$ cat src/rtl/bird_pkg.sv
// ============================================================================
// bird_pkg : control codes, FSM/mode/direction encodings shared with datapath
// Rev 1.0
// ============================================================================
`default_nettype none

package bird_pkg;

  localparam logic [3:0] C_CTRL_HOLD    = 4'd0;
  localparam logic [3:0] C_CTRL_LEFT    = 4'd1;
  localparam logic [3:0] C_CTRL_RIGHT   = 4'd2;
  localparam logic [3:0] C_CTRL_UP      = 4'd3;
  localparam logic [3:0] C_CTRL_DOWN    = 4'd4;
  localparam logic [3:0] C_CTRL_CLEAR   = 4'd5;
  localparam logic [3:0] C_CTRL_DRAW    = 4'd6;
  localparam logic [3:0] C_CTRL_SHOT    = 4'd7;
  localparam logic [3:0] C_CTRL_ESCAPE  = 4'd8;
  localparam logic [3:0] C_CTRL_CHECK   = 4'd9;
  localparam logic [3:0] C_CTRL_PREHOLD = 4'd11;

  typedef enum logic [2:0] {
    ST_IDLE   = 3'd0,
    ST_WAIT   = 3'd1,
    ST_CLEAR  = 3'd2,
    ST_MOVE   = 3'd3,
    ST_SETTLE = 3'd4,
    ST_DRAW   = 3'd5,
    ST_CHECK  = 3'd6,
    ST_DONE   = 3'd7
  } state_e;

  typedef enum logic [1:0] {
    MODE_NORMAL   = 2'd0,
    MODE_FALLING  = 2'd1,
    MODE_ESCAPING = 2'd2
  } mode_e;

  typedef enum logic [1:0] {
    DIR_LEFT  = 2'b00,
    DIR_RIGHT = 2'b01,
    DIR_UP    = 2'b10,
    DIR_DOWN  = 2'b11
  } dir_e;

  // Direction codes LEFT..DOWN are contiguous, starting at 1.
  function automatic logic [3:0] dir_to_ctrl(input dir_e d);
    return {2'b00, d} + C_CTRL_LEFT;
  endfunction

endpackage

`default_nettype wire

$ cat src/rtl/bird_if.sv
// ============================================================================
// bird_if : FSM <-> datapath/game handshake bundle (master = control FSM)
// Rev 1.0
// ============================================================================
`default_nettype none

interface bird_if;
  logic       start;
  logic       frame_tick;
  logic       draw_done;
  logic       shot;
  logic       flying;
  logic [3:0] control;
  logic       busy;
  logic       hit;
  logic       escaped;

  modport master (
    input  start, frame_tick, draw_done, shot, flying,
    output control, busy, hit, escaped
  );

  modport slave (
    output start, frame_tick, draw_done, shot, flying,
    input  control, busy, hit, escaped
  );
endinterface

`default_nettype wire

$ cat src/rtl/bird_lfsr.sv
// ============================================================================
// bird_lfsr : 8-bit Fibonacci LFSR (taps 8,6,5,4) with shift enable
// Rev 1.0
// ============================================================================
`default_nettype none

module bird_lfsr #(
  parameter logic [7:0] SEED = 8'hA5
) (
  input  logic       clk,
  input  logic       reset_n,
  input  logic       shift_en_i,
  output logic [1:0] tap_o
);

  logic [7:0] lfsr_q;
  logic [7:0] lfsr_d;
  logic       w_feedback;

  assign w_feedback = lfsr_q[7] ^ lfsr_q[5] ^ lfsr_q[4] ^ lfsr_q[3];

  always_comb begin
    lfsr_d = lfsr_q;
    if (shift_en_i) lfsr_d = {lfsr_q[6:0], w_feedback};
  end

  always_ff @(posedge clk or negedge reset_n) begin
    if (!reset_n) lfsr_q <= SEED;
    else          lfsr_q <= lfsr_d;
  end

  assign tap_o = lfsr_q[1:0];

endmodule

`default_nettype wire

$ cat src/rtl/bird_control_fsm.sv
// ============================================================================
// bird_control_fsm : sequences clear/move/draw/check for the bird datapath.
// Optional BIRD_SPEEDUP_EN: +1 move step per 128 normal frames (max 4).  Rev 1.0
// ============================================================================
`default_nettype none

module bird_control_fsm
  import bird_pkg::*;
#(
  parameter int         ESCAPE_FRAMES = 600,
  parameter int         DIR_FRAMES    = 16,
  parameter int         SPEED         = 1,
  parameter logic [7:0] LFSR_SEED     = 8'hA5
) (
  input  logic   clk,
  input  logic   reset_n,
  bird_if.master bus
);

  localparam int FCW_BASE = (ESCAPE_FRAMES > 1) ? $clog2(ESCAPE_FRAMES) : 1;
`ifdef BIRD_SPEEDUP_EN
  localparam int FCW = (FCW_BASE > 10) ? FCW_BASE : 10;
`else
  localparam int FCW = FCW_BASE;
`endif
  localparam int DCW = (DIR_FRAMES > 1) ? $clog2(DIR_FRAMES) : 1;

  state_e           state_q, state_d;
  mode_e            mode_q, mode_d;
  dir_e             dir_q, dir_d;
  logic [FCW-1:0]   frame_cnt_q, frame_cnt_d;
  logic [DCW-1:0]   dir_cnt_q, dir_cnt_d;
  logic [1:0]       step_q, step_d;
  logic [3:0]       control_q, control_d;
  logic             busy_q, busy_d;
  logic             hit_q, hit_d;
  logic             escaped_q, escaped_d;

  logic             w_lfsr_shift;
  logic [1:0]       w_lfsr_tap;
  logic [1:0]       w_step_load;

  bird_lfsr #(.SEED(LFSR_SEED)) u_lfsr (
    .clk        (clk),
    .reset_n    (reset_n),
    .shift_en_i (w_lfsr_shift),
    .tap_o      (w_lfsr_tap)
  );

  // Extra steps this frame, loaded when leaving CLEAR.
`ifdef BIRD_SPEEDUP_EN
  logic [3:0] w_speed;
  always_comb begin
    w_speed = 4'(SPEED) + {1'b0, frame_cnt_q[9:7]};
    if (w_speed > 4'd4) w_speed = 4'd4;
    w_step_load = (mode_q == MODE_NORMAL) ? 2'(w_speed - 4'd1) : 2'd0;
  end
`else
  assign w_step_load = 2'(SPEED - 1);
`endif

  always_comb begin
    state_d      = state_q;
    mode_d       = mode_q;
    dir_d        = dir_q;
    frame_cnt_d  = frame_cnt_q;
    dir_cnt_d    = dir_cnt_q;
    step_d       = step_q;
    busy_d       = busy_q;
    hit_d        = 1'b0;
    escaped_d    = 1'b0;
    w_lfsr_shift = 1'b0;

    case (state_q)
      ST_IDLE: begin
        if (bus.start) begin
          state_d     = ST_WAIT;
          busy_d      = 1'b1;
          mode_d      = MODE_NORMAL;
          frame_cnt_d = '0;
          dir_cnt_d   = '0;
          dir_d       = dir_e'(w_lfsr_tap);
        end
      end
      ST_WAIT:  if (bus.frame_tick) state_d = ST_CLEAR;
      ST_CLEAR: begin
        if (bus.draw_done) begin
          state_d = ST_MOVE;
          step_d  = w_step_load;
        end
      end
      ST_MOVE:  state_d = ST_SETTLE;
      ST_SETTLE: begin
        // A finished fall/escape wins over any remaining move steps.
        if (mode_q != MODE_NORMAL && !bus.flying) begin
          state_d   = ST_DONE;
          busy_d    = 1'b0;
          hit_d     = (mode_q == MODE_FALLING);
          escaped_d = (mode_q == MODE_ESCAPING);
        end else if (step_q != 2'd0) begin
          state_d = ST_MOVE;
          step_d  = step_q - 2'd1;
        end else begin
          state_d = ST_DRAW;
        end
      end
      ST_DRAW:  if (bus.draw_done) state_d = ST_CHECK;
      ST_CHECK: begin
        state_d      = ST_WAIT;
        w_lfsr_shift = 1'b1;
        if (mode_q == MODE_NORMAL) begin
          if (bus.shot)                                   mode_d = MODE_FALLING;
          else if (frame_cnt_q == FCW'(ESCAPE_FRAMES - 1)) mode_d = MODE_ESCAPING;
          else                                            frame_cnt_d = frame_cnt_q + 1'b1;
        end
        if (dir_cnt_q == DCW'(DIR_FRAMES - 1)) begin
          dir_cnt_d = '0;
          dir_d     = dir_e'(w_lfsr_tap);
        end else begin
          dir_cnt_d = dir_cnt_q + 1'b1;
        end
      end
      ST_DONE:  state_d = ST_IDLE;
      default:  state_d = ST_IDLE;
    endcase
  end

  // Registered control code follows the state being entered.
  always_comb begin
    control_d = C_CTRL_HOLD;
    case (state_d)
      ST_CLEAR:  control_d = C_CTRL_CLEAR;
      ST_MOVE: begin
        case (mode_q)
          MODE_FALLING:  control_d = C_CTRL_SHOT;
          MODE_ESCAPING: control_d = C_CTRL_ESCAPE;
          default:       control_d = dir_to_ctrl(dir_q);
        endcase
      end
      ST_SETTLE: control_d = C_CTRL_PREHOLD;
      ST_DRAW:   control_d = C_CTRL_DRAW;
      ST_CHECK:  control_d = C_CTRL_CHECK;
      default:   control_d = C_CTRL_HOLD;
    endcase
  end

  always_ff @(posedge clk or negedge reset_n) begin
    if (!reset_n) begin
      state_q     <= ST_IDLE;
      mode_q      <= MODE_NORMAL;
      dir_q       <= DIR_LEFT;
      frame_cnt_q <= '0;
      dir_cnt_q   <= '0;
      step_q      <= 2'd0;
      control_q   <= C_CTRL_HOLD;
      busy_q      <= 1'b0;
      hit_q       <= 1'b0;
      escaped_q   <= 1'b0;
    end else begin
      state_q     <= state_d;
      mode_q      <= mode_d;
      dir_q       <= dir_d;
      frame_cnt_q <= frame_cnt_d;
      dir_cnt_q   <= dir_cnt_d;
      step_q      <= step_d;
      control_q   <= control_d;
      busy_q      <= busy_d;
      hit_q       <= hit_d;
      escaped_q   <= escaped_d;
    end
  end

  assign bus.control = control_q;
  assign bus.busy    = busy_q;
  assign bus.hit     = hit_q;
  assign bus.escaped = escaped_q;

endmodule

`default_nettype wire
$ cat src/flat_wrapper.sv
// flat-port wrapper written by rule: the top's interface ports become plain ports
module bird_control_fsm_flat import bird_pkg::*;
#(
  parameter int         ESCAPE_FRAMES = 600,
  parameter int         DIR_FRAMES    = 16,
  parameter int         SPEED         = 1,
  parameter logic [7:0] LFSR_SEED     = 8'hA5
)
  (clk, reset_n, bus_start, bus_frame_tick, bus_draw_done, bus_shot, bus_flying, bus_control, bus_busy, bus_hit, bus_escaped);
  bird_if bus_i ();
  input  logic clk;
  input  logic reset_n;
  input wire logic [$bits(bus_i.start)-1:0] bus_start;
  input wire logic [$bits(bus_i.frame_tick)-1:0] bus_frame_tick;
  input wire logic [$bits(bus_i.draw_done)-1:0] bus_draw_done;
  input wire logic [$bits(bus_i.shot)-1:0] bus_shot;
  input wire logic [$bits(bus_i.flying)-1:0] bus_flying;
  output wire logic [$bits(bus_i.control)-1:0] bus_control;
  output wire logic [$bits(bus_i.busy)-1:0] bus_busy;
  output wire logic [$bits(bus_i.hit)-1:0] bus_hit;
  output wire logic [$bits(bus_i.escaped)-1:0] bus_escaped;
  assign bus_i.start = bus_start;
  assign bus_i.frame_tick = bus_frame_tick;
  assign bus_i.draw_done = bus_draw_done;
  assign bus_i.shot = bus_shot;
  assign bus_i.flying = bus_flying;
  assign bus_control = bus_i.control;
  assign bus_busy = bus_i.busy;
  assign bus_hit = bus_i.hit;
  assign bus_escaped = bus_i.escaped;
  bird_control_fsm #(.ESCAPE_FRAMES(ESCAPE_FRAMES), .DIR_FRAMES(DIR_FRAMES), .SPEED(SPEED), .LFSR_SEED(LFSR_SEED)) u_core (.clk(clk), .reset_n(reset_n), .bus(bus_i));
endmodule
$ cat config.mk
export PLATFORM = sky130hd
export DESIGN_NAME = bird_control_fsm_flat
export DESIGN_NICKNAME = d
export VERILOG_FILES = /design/src/rtl/bird_pkg.sv /design/src/rtl/bird_if.sv /design/src/rtl/bird_lfsr.sv /design/src/rtl/bird_control_fsm.sv /design/src/flat_wrapper.sv
export SDC_FILE = /design/constraint.sdc
export NUM_CORES = 1
export LEC_CHECK = 0
export BUFFER_PORTS_ARGS = -buffer_cell sky130_fd_sc_hd__buf_2
export CAP_MARGIN = 20
export CORE_UTILIZATION = 60
export DETAILED_ROUTE_END_ITERATION = 6
export PLACE_DENSITY = 0.83
export SETUP_SLACK_MARGIN = 0.2
export SLEW_MARGIN = 20
export SYNTH_ARGS = -nofsm -noshare
export SYNTH_HDL_FRONTEND = slang
export SYNTH_SLANG_ARGS = --single-unit
$ cat constraint.sdc
create_clock -name clk -period 2.72 [get_ports clk]
set_input_delay 0.136 -clock clk [delete_from_list [all_inputs] [get_ports clk]]
set_output_delay 0.136 -clock clk [all_outputs]
set_load 0.005 [all_outputs]
# Word-level counts from Yosys, hierarchy flattened
# Index checks and enable logic that the tools add are counted.
[word_totals]
ff_bits = 38
ram_bits = 0
out_inout_bits = 7
in_bits = 7
rom_bits = 0
latch_bits = 0
memories = 0
[classes]
eq_ne = 26
n_addsub = 4
multipliers = 0
muxes = 37
shifts = 0
bitwise = 3
div_mod_pow = 0
n_reduce_logical = 15
n_lt_le_gt_ge = 0
[op_table]
columns = ["op", "n"]
rows = [
  ["2-to-1 mux 10 bit", 4],
  ["one-hot mux 3 bit (8 select lines)", 1],
  ["equality test 3 bit, second input constant", 7],
  ["one-hot mux 10 bit (2 select lines)", 1],
  ["one-hot mux 4 bit (5 select lines)", 1],
  ["2-to-1 mux 2 bit", 9],
  ["2-to-1 mux 3 bit", 6],
  ["one-hot mux 4 bit (2 select lines)", 2],
  ["equality test 3 x 2 -> 1 bit, second input constant", 4],
  ["one-hot mux 2 bit (2 select lines)", 3],
  ["adder 10 x 1 -> 10 bit, second input constant", 1],
  ["equality test 10 bit, second input constant", 1],
  ["!= test 2 bit, second input constant", 5],
  ["nonzero test 2 bit", 5],
  ["2-to-1 mux 4 bit", 2],
  ["!= test 2 x 1 -> 1 bit, second input constant", 4],
  ["AND reduction 4 bit", 2],
  ["2-to-1 mux 1 bit", 7],
  ["AND reduction 3 bit", 2],
  ["AND reduction 5 bit", 1],
  ["adder 4 x 1 -> 4 bit, second input constant", 1],
  ["equality test 4 bit, second input constant", 1],
  ["adder 2 x 1 -> 3 bit, second input constant", 1],
  ["equality test 3 x 1 -> 1 bit, second input constant", 1],
  ["other kinds (11)", 13],
]

# Logic depth before layout (Yosys ltp)
[depth]
word_depth = 6
ltp_mapped = 8

# By module
# From an unflattened synthesis, not the netlist that was laid out.
[unflattened]
hier_cells = 197
hier_area_um2 = 2016.9
[by_module_without_submodules]
columns = ["module", "cells_each", "n_inst", "area_each_um2"]
rows = [
  ["bird_control_fsm", 174, 1, 1677.9],
  ["bird_lfsr", 23, 1, 339.1],
]

# Worst setup path before layout
# No wires, ideal clock.
[synth_path]
path_kind = "reg2reg"
start = "reg u_core.mode_q[1]"
end = "reg u_core.step_q[1]"
stages_incl_launch_ff = 8
setup_time_ns = 0.125
path_buffers = 0
path_slack_ns = 0.942
t_arrival_ns = 1.654
cell_sequence = "dfrtp_1 inv_1 ha_1 nor2_1 o22ai_1 o22ai_2 nand3_1 mux2_2"
[synth_via]
elab_chain_len = 4
[synth_rtl]
columns = ["element", "line", "rtl"]
rows = [
  ["start, declared", "bird_control_fsm.sv:29", "mode_e mode_q, mode_d;"],
  ["start signal, assigned", "bird_control_fsm.sv:161", "mode_q <= mode_d;"],
  ["nonzero test 2 bit", "bird_control_fsm.sv:95", "if (mode_q != MODE_NORMAL && !bus.flying) begin"],
  ["logical AND 1 bit", "bird_control_fsm.sv:95", ""],
  ["!= test 2 bit (no source line)", "--", ""],
  ["AND reduction 4 bit (no source line)", "--", ""],
  ["end signal, assigned", "bird_control_fsm.sv:165", "step_q <= step_d;"],
  ["end, declared", "bird_control_fsm.sv:33", "logic [1:0] step_q, step_d;"],
]
# Every way passes these cells.
# A chain may end at the register's enable or synchronous reset.

# Worst setup path after layout
# Ends and elaborated chain as after synthesis.

==> impl_metrics.ini <==
[outcome]
status = finished, final reports clean

[cts]
cts.clk_slew.worst_paths_ns = 0.12
cts_root_buffer = clkbuf_4
clk_path_buf_depth = 2
insertion_delay_ns = 0.35
cts_tree = done
hold_buffers = 1
post_cts_resized = 0
post_cts_buffers = 0
cts.sinks = 38
htreeDepth = 2
cts_buffers = 5

[worst_setup_path]
cp-endpoint = u_core.step_q[1]
r2r_cells = 7
worstPathMaxFanout = 7
cp.arrival_ns = 2.26
start_kind = register
cp-end-kind = register
crit_type = register to register
cp_top_family = flip-flops
worstPathCellList = inv_1 -> ha_1 -> nor2_1 -> o22ai_1 -> o22ai_2 -> nand3_1 -> mux2_2
timing.rr.end = u_core.step_q[1]
crit_slowest_cell = dfrtp_1
cp_data_required_time_ns = 2.97
reg2reg_from = u_core.mode_q[1]
worst-path-stages = 7
critPathBufInv = 1
rrSetupSlack_ns = 0.71
setup.worst_path.start = u_core.mode_q[1]
crit_path_max_incr_delay_ns = 0.44

[timing]
setup_tns_ns = 0
setup_ws_ns = 0.709
final_hold_viol_count = 0
slew_violations = 0
relSlewSlack = 0.457
finalCritPeriodShare = 0.739
clock_skew_ns = 0.0159
fin_crit_ns = 2.01
fmaxAchievable_mhz = 497
rsz0062_at_grt = false
worstMarginPinSlew_ns = 0.815
finalHoldWorstSlack_ns = 0.127
setup_viol = 0

[grt]
grt_pass1_wl_um = 6280
grt_usage = 0.244
grt_overflow = 0
grt_max_degree = 39
antenna_found_initial = 0
grt_pass1_vias = 1438

[floorplan]
initial_utilization = 0.639
die_area_um2 = 3510
core_um2 = 3080
rows = 20
die_h_um = 59.3
die_width_um = 59.3
ios = 14

[place]
port_buffers = 13
placed_cells = 252
postPlaceCellArea_um2 = 2060
place.gp.congestion = 0.837
dp_slack_ns = 0.754
dpl.hpwl_um = 2700

[yosys]
async_flop_share = 1.00
ys_seq_area_frac = 0.486
synth_top_area_frac = 0.432
yosysUniqueCellTypes = 42
synth_enable_flop_cells = 0
synth_nets = 213
synth_ff_type = dfrtp_1
yosys-top-cells-area = dfrtp_1 43%, nand2_1 6.3%, dfstp_2 5.3%
syn_avg_cell_area_um2 = 9.94
netlist_area_um2 = 1970
synth_top_cell_by_area = dfrtp_1
synth_seq_cells = 38
ys_warn_count = 0
netlist_instances = 198

[detailed_routing]
wl_um = 3700
drt_iter0_drc = 84
ant_nets = 0
post_drt_wl_per_cell_um = 14.2
vias = 1459
dr.pass1.iters = 4
post-route-drc-count = 0
viasPerCell = 5.59

[run]
cap_viol_max_count = 0

[min_path]
holdCritPathClass = primary input to register
holdPathStages = 3

[power_and_ir_drop]
irDropWorstVdd_uv = 546
leakagePower_nw = 1.02
p_per_area_nw_per_um2 = 866
p_total_mw = 1.84

[cells_and_area]
final.fill_count = 223
drive_above_1_share = 0.198
fin_util = 0.692
finalNetCount = 231
area_growth_pct = 8.26
stdcell_count = 261
fin_area_um2 = 2130
insertedDiodeCount = 0
==> cell usage after synthesis (3+ instances only) <==
library cell,count
dfstp_2,4
nand2b_1,4
nor3b_1,3
a21oi_1,10
or3_1,3
xor2_1,4
nand2_1,33
ha_1,8
dfrtp_1,34
mux2_2,5
inv_1,9
nor2_1,13
clkbuf_1,3
nor3_1,3
a21o_1,3
nand4_1,3
nand3_1,7
xnor2_1,4
o22ai_1,3
o21ai_0,13
==> flip-flops by register name (all words and copies together) (netlist names) <==
name,cells
u_core.dir_cnt_q,4
u_core.mode_q,2
u_core.state_q,3
u_core.dir_q,2
u_core.bus.escaped,1
u_core.bus.hit,1
u_core.u_lfsr.lfsr_q,8
u_core.bus.busy,1
u_core.step_q,2
u_core.bus.control,4
u_core.frame_cnt_q,10
==> cell families (layout without fill, tap and decap cells) <==
family / Yosys count / in the layout / synth area share
AO/OA/AOI/OAI: 37 / 37 / 0.120
XOR/XNOR: 8 / 8 / 0.0356
adder cells (fa/ha/maj): 8 / 8 / 0.0509
buffers and inverters: 15 / 34 / 0.0426
flip-flops: 38 / 38 / 0.486
multiplexers: 6 / 6 / 0.0337
AND/OR/NAND/NOR: 86 / 86 / 0.232
==> cell usage in the layout (no fill, tap or decap), types with 2 or more instances in the layout <==
cell / n
mux2_2: 5
buf_2: 13
inv_1: 9
nand2b_1: 4
nor3b_1: 3
o21ai_0: 13
nor2_1: 13
buf_4: 3
xnor2_1: 4
a22o_1: 2
nand4_1: 3
and3_2: 2
ha_1: 8
nor3_1: 3
nor4_1: 2
o22ai_1: 3
xor2_1: 4
clkbuf_4: 5
dfrtp_1: 34
or3_1: 3
nand2_1: 33
dfstp_2: 4
and3_1: 2
a21o_1: 3
and2_2: 2
a21oi_1: 10
nand3_1: 7
and2_1: 2
==> worst register-to-register path, stage by stage (launching register included) <==
cell     delay, ns
dfrtp_1       0.44
inv_1         0.08
ha_1          0.26
nor2_1        0.21
o22ai_1       0.13
o22ai_2       0.27
nand3_1       0.21
mux2_2        0.31
==> layout make-up <==
class	count	area [um^2]	area share
timing repair buffer	17	97.6	0.0458
inverter	9	33.8	0.0159
multi-input combinational	145	928	0.436
clock inverter	1	5.00	0.00235
clock buffer	7	55.1	0.0258
sequential	38	956	0.449
tap	44	55.1	0.0258
==> worst min-delay path by stage <==
stage	startpoint	to	slack (ns)
after floorplan	reset_n	u_core.bus.busy	-0.16
after global placement	reset_n	u_core.frame_cnt_q[7]	0.26
after detailed placement	reset_n	u_core.frame_cnt_q[7]	0.27
after CTS	bus_shot	u_core.mode_q[0]	0.1
after global routing	bus_shot	u_core.mode_q[0]	0.12
final	bus_shot	u_core.mode_q[0]	0.13
==> per-layer routing <==
| metal | vias to the layer above | track usage | wire length [um] |
|---|---|---|---|
| met4 | 0 | 0.116 | 94 |
| li1 | 715 | - | - |
| met2 | 19 | 0.385 | 1770 |
| met5 | - | 0 | 0 |
| met3 | 12 | 0.0590 | 94 |
| met1 | 713 | 0.317 | 1730 |
==> report_power, final <==
part	leakage (nW)	switching, mW	internal (mW)
logic	0.493	0.372	0.301
registers	0.496	0.152	0.715
clock network	0.0353	0.178	0.125
Note: power is estimated with default switching activity, not from simulation.
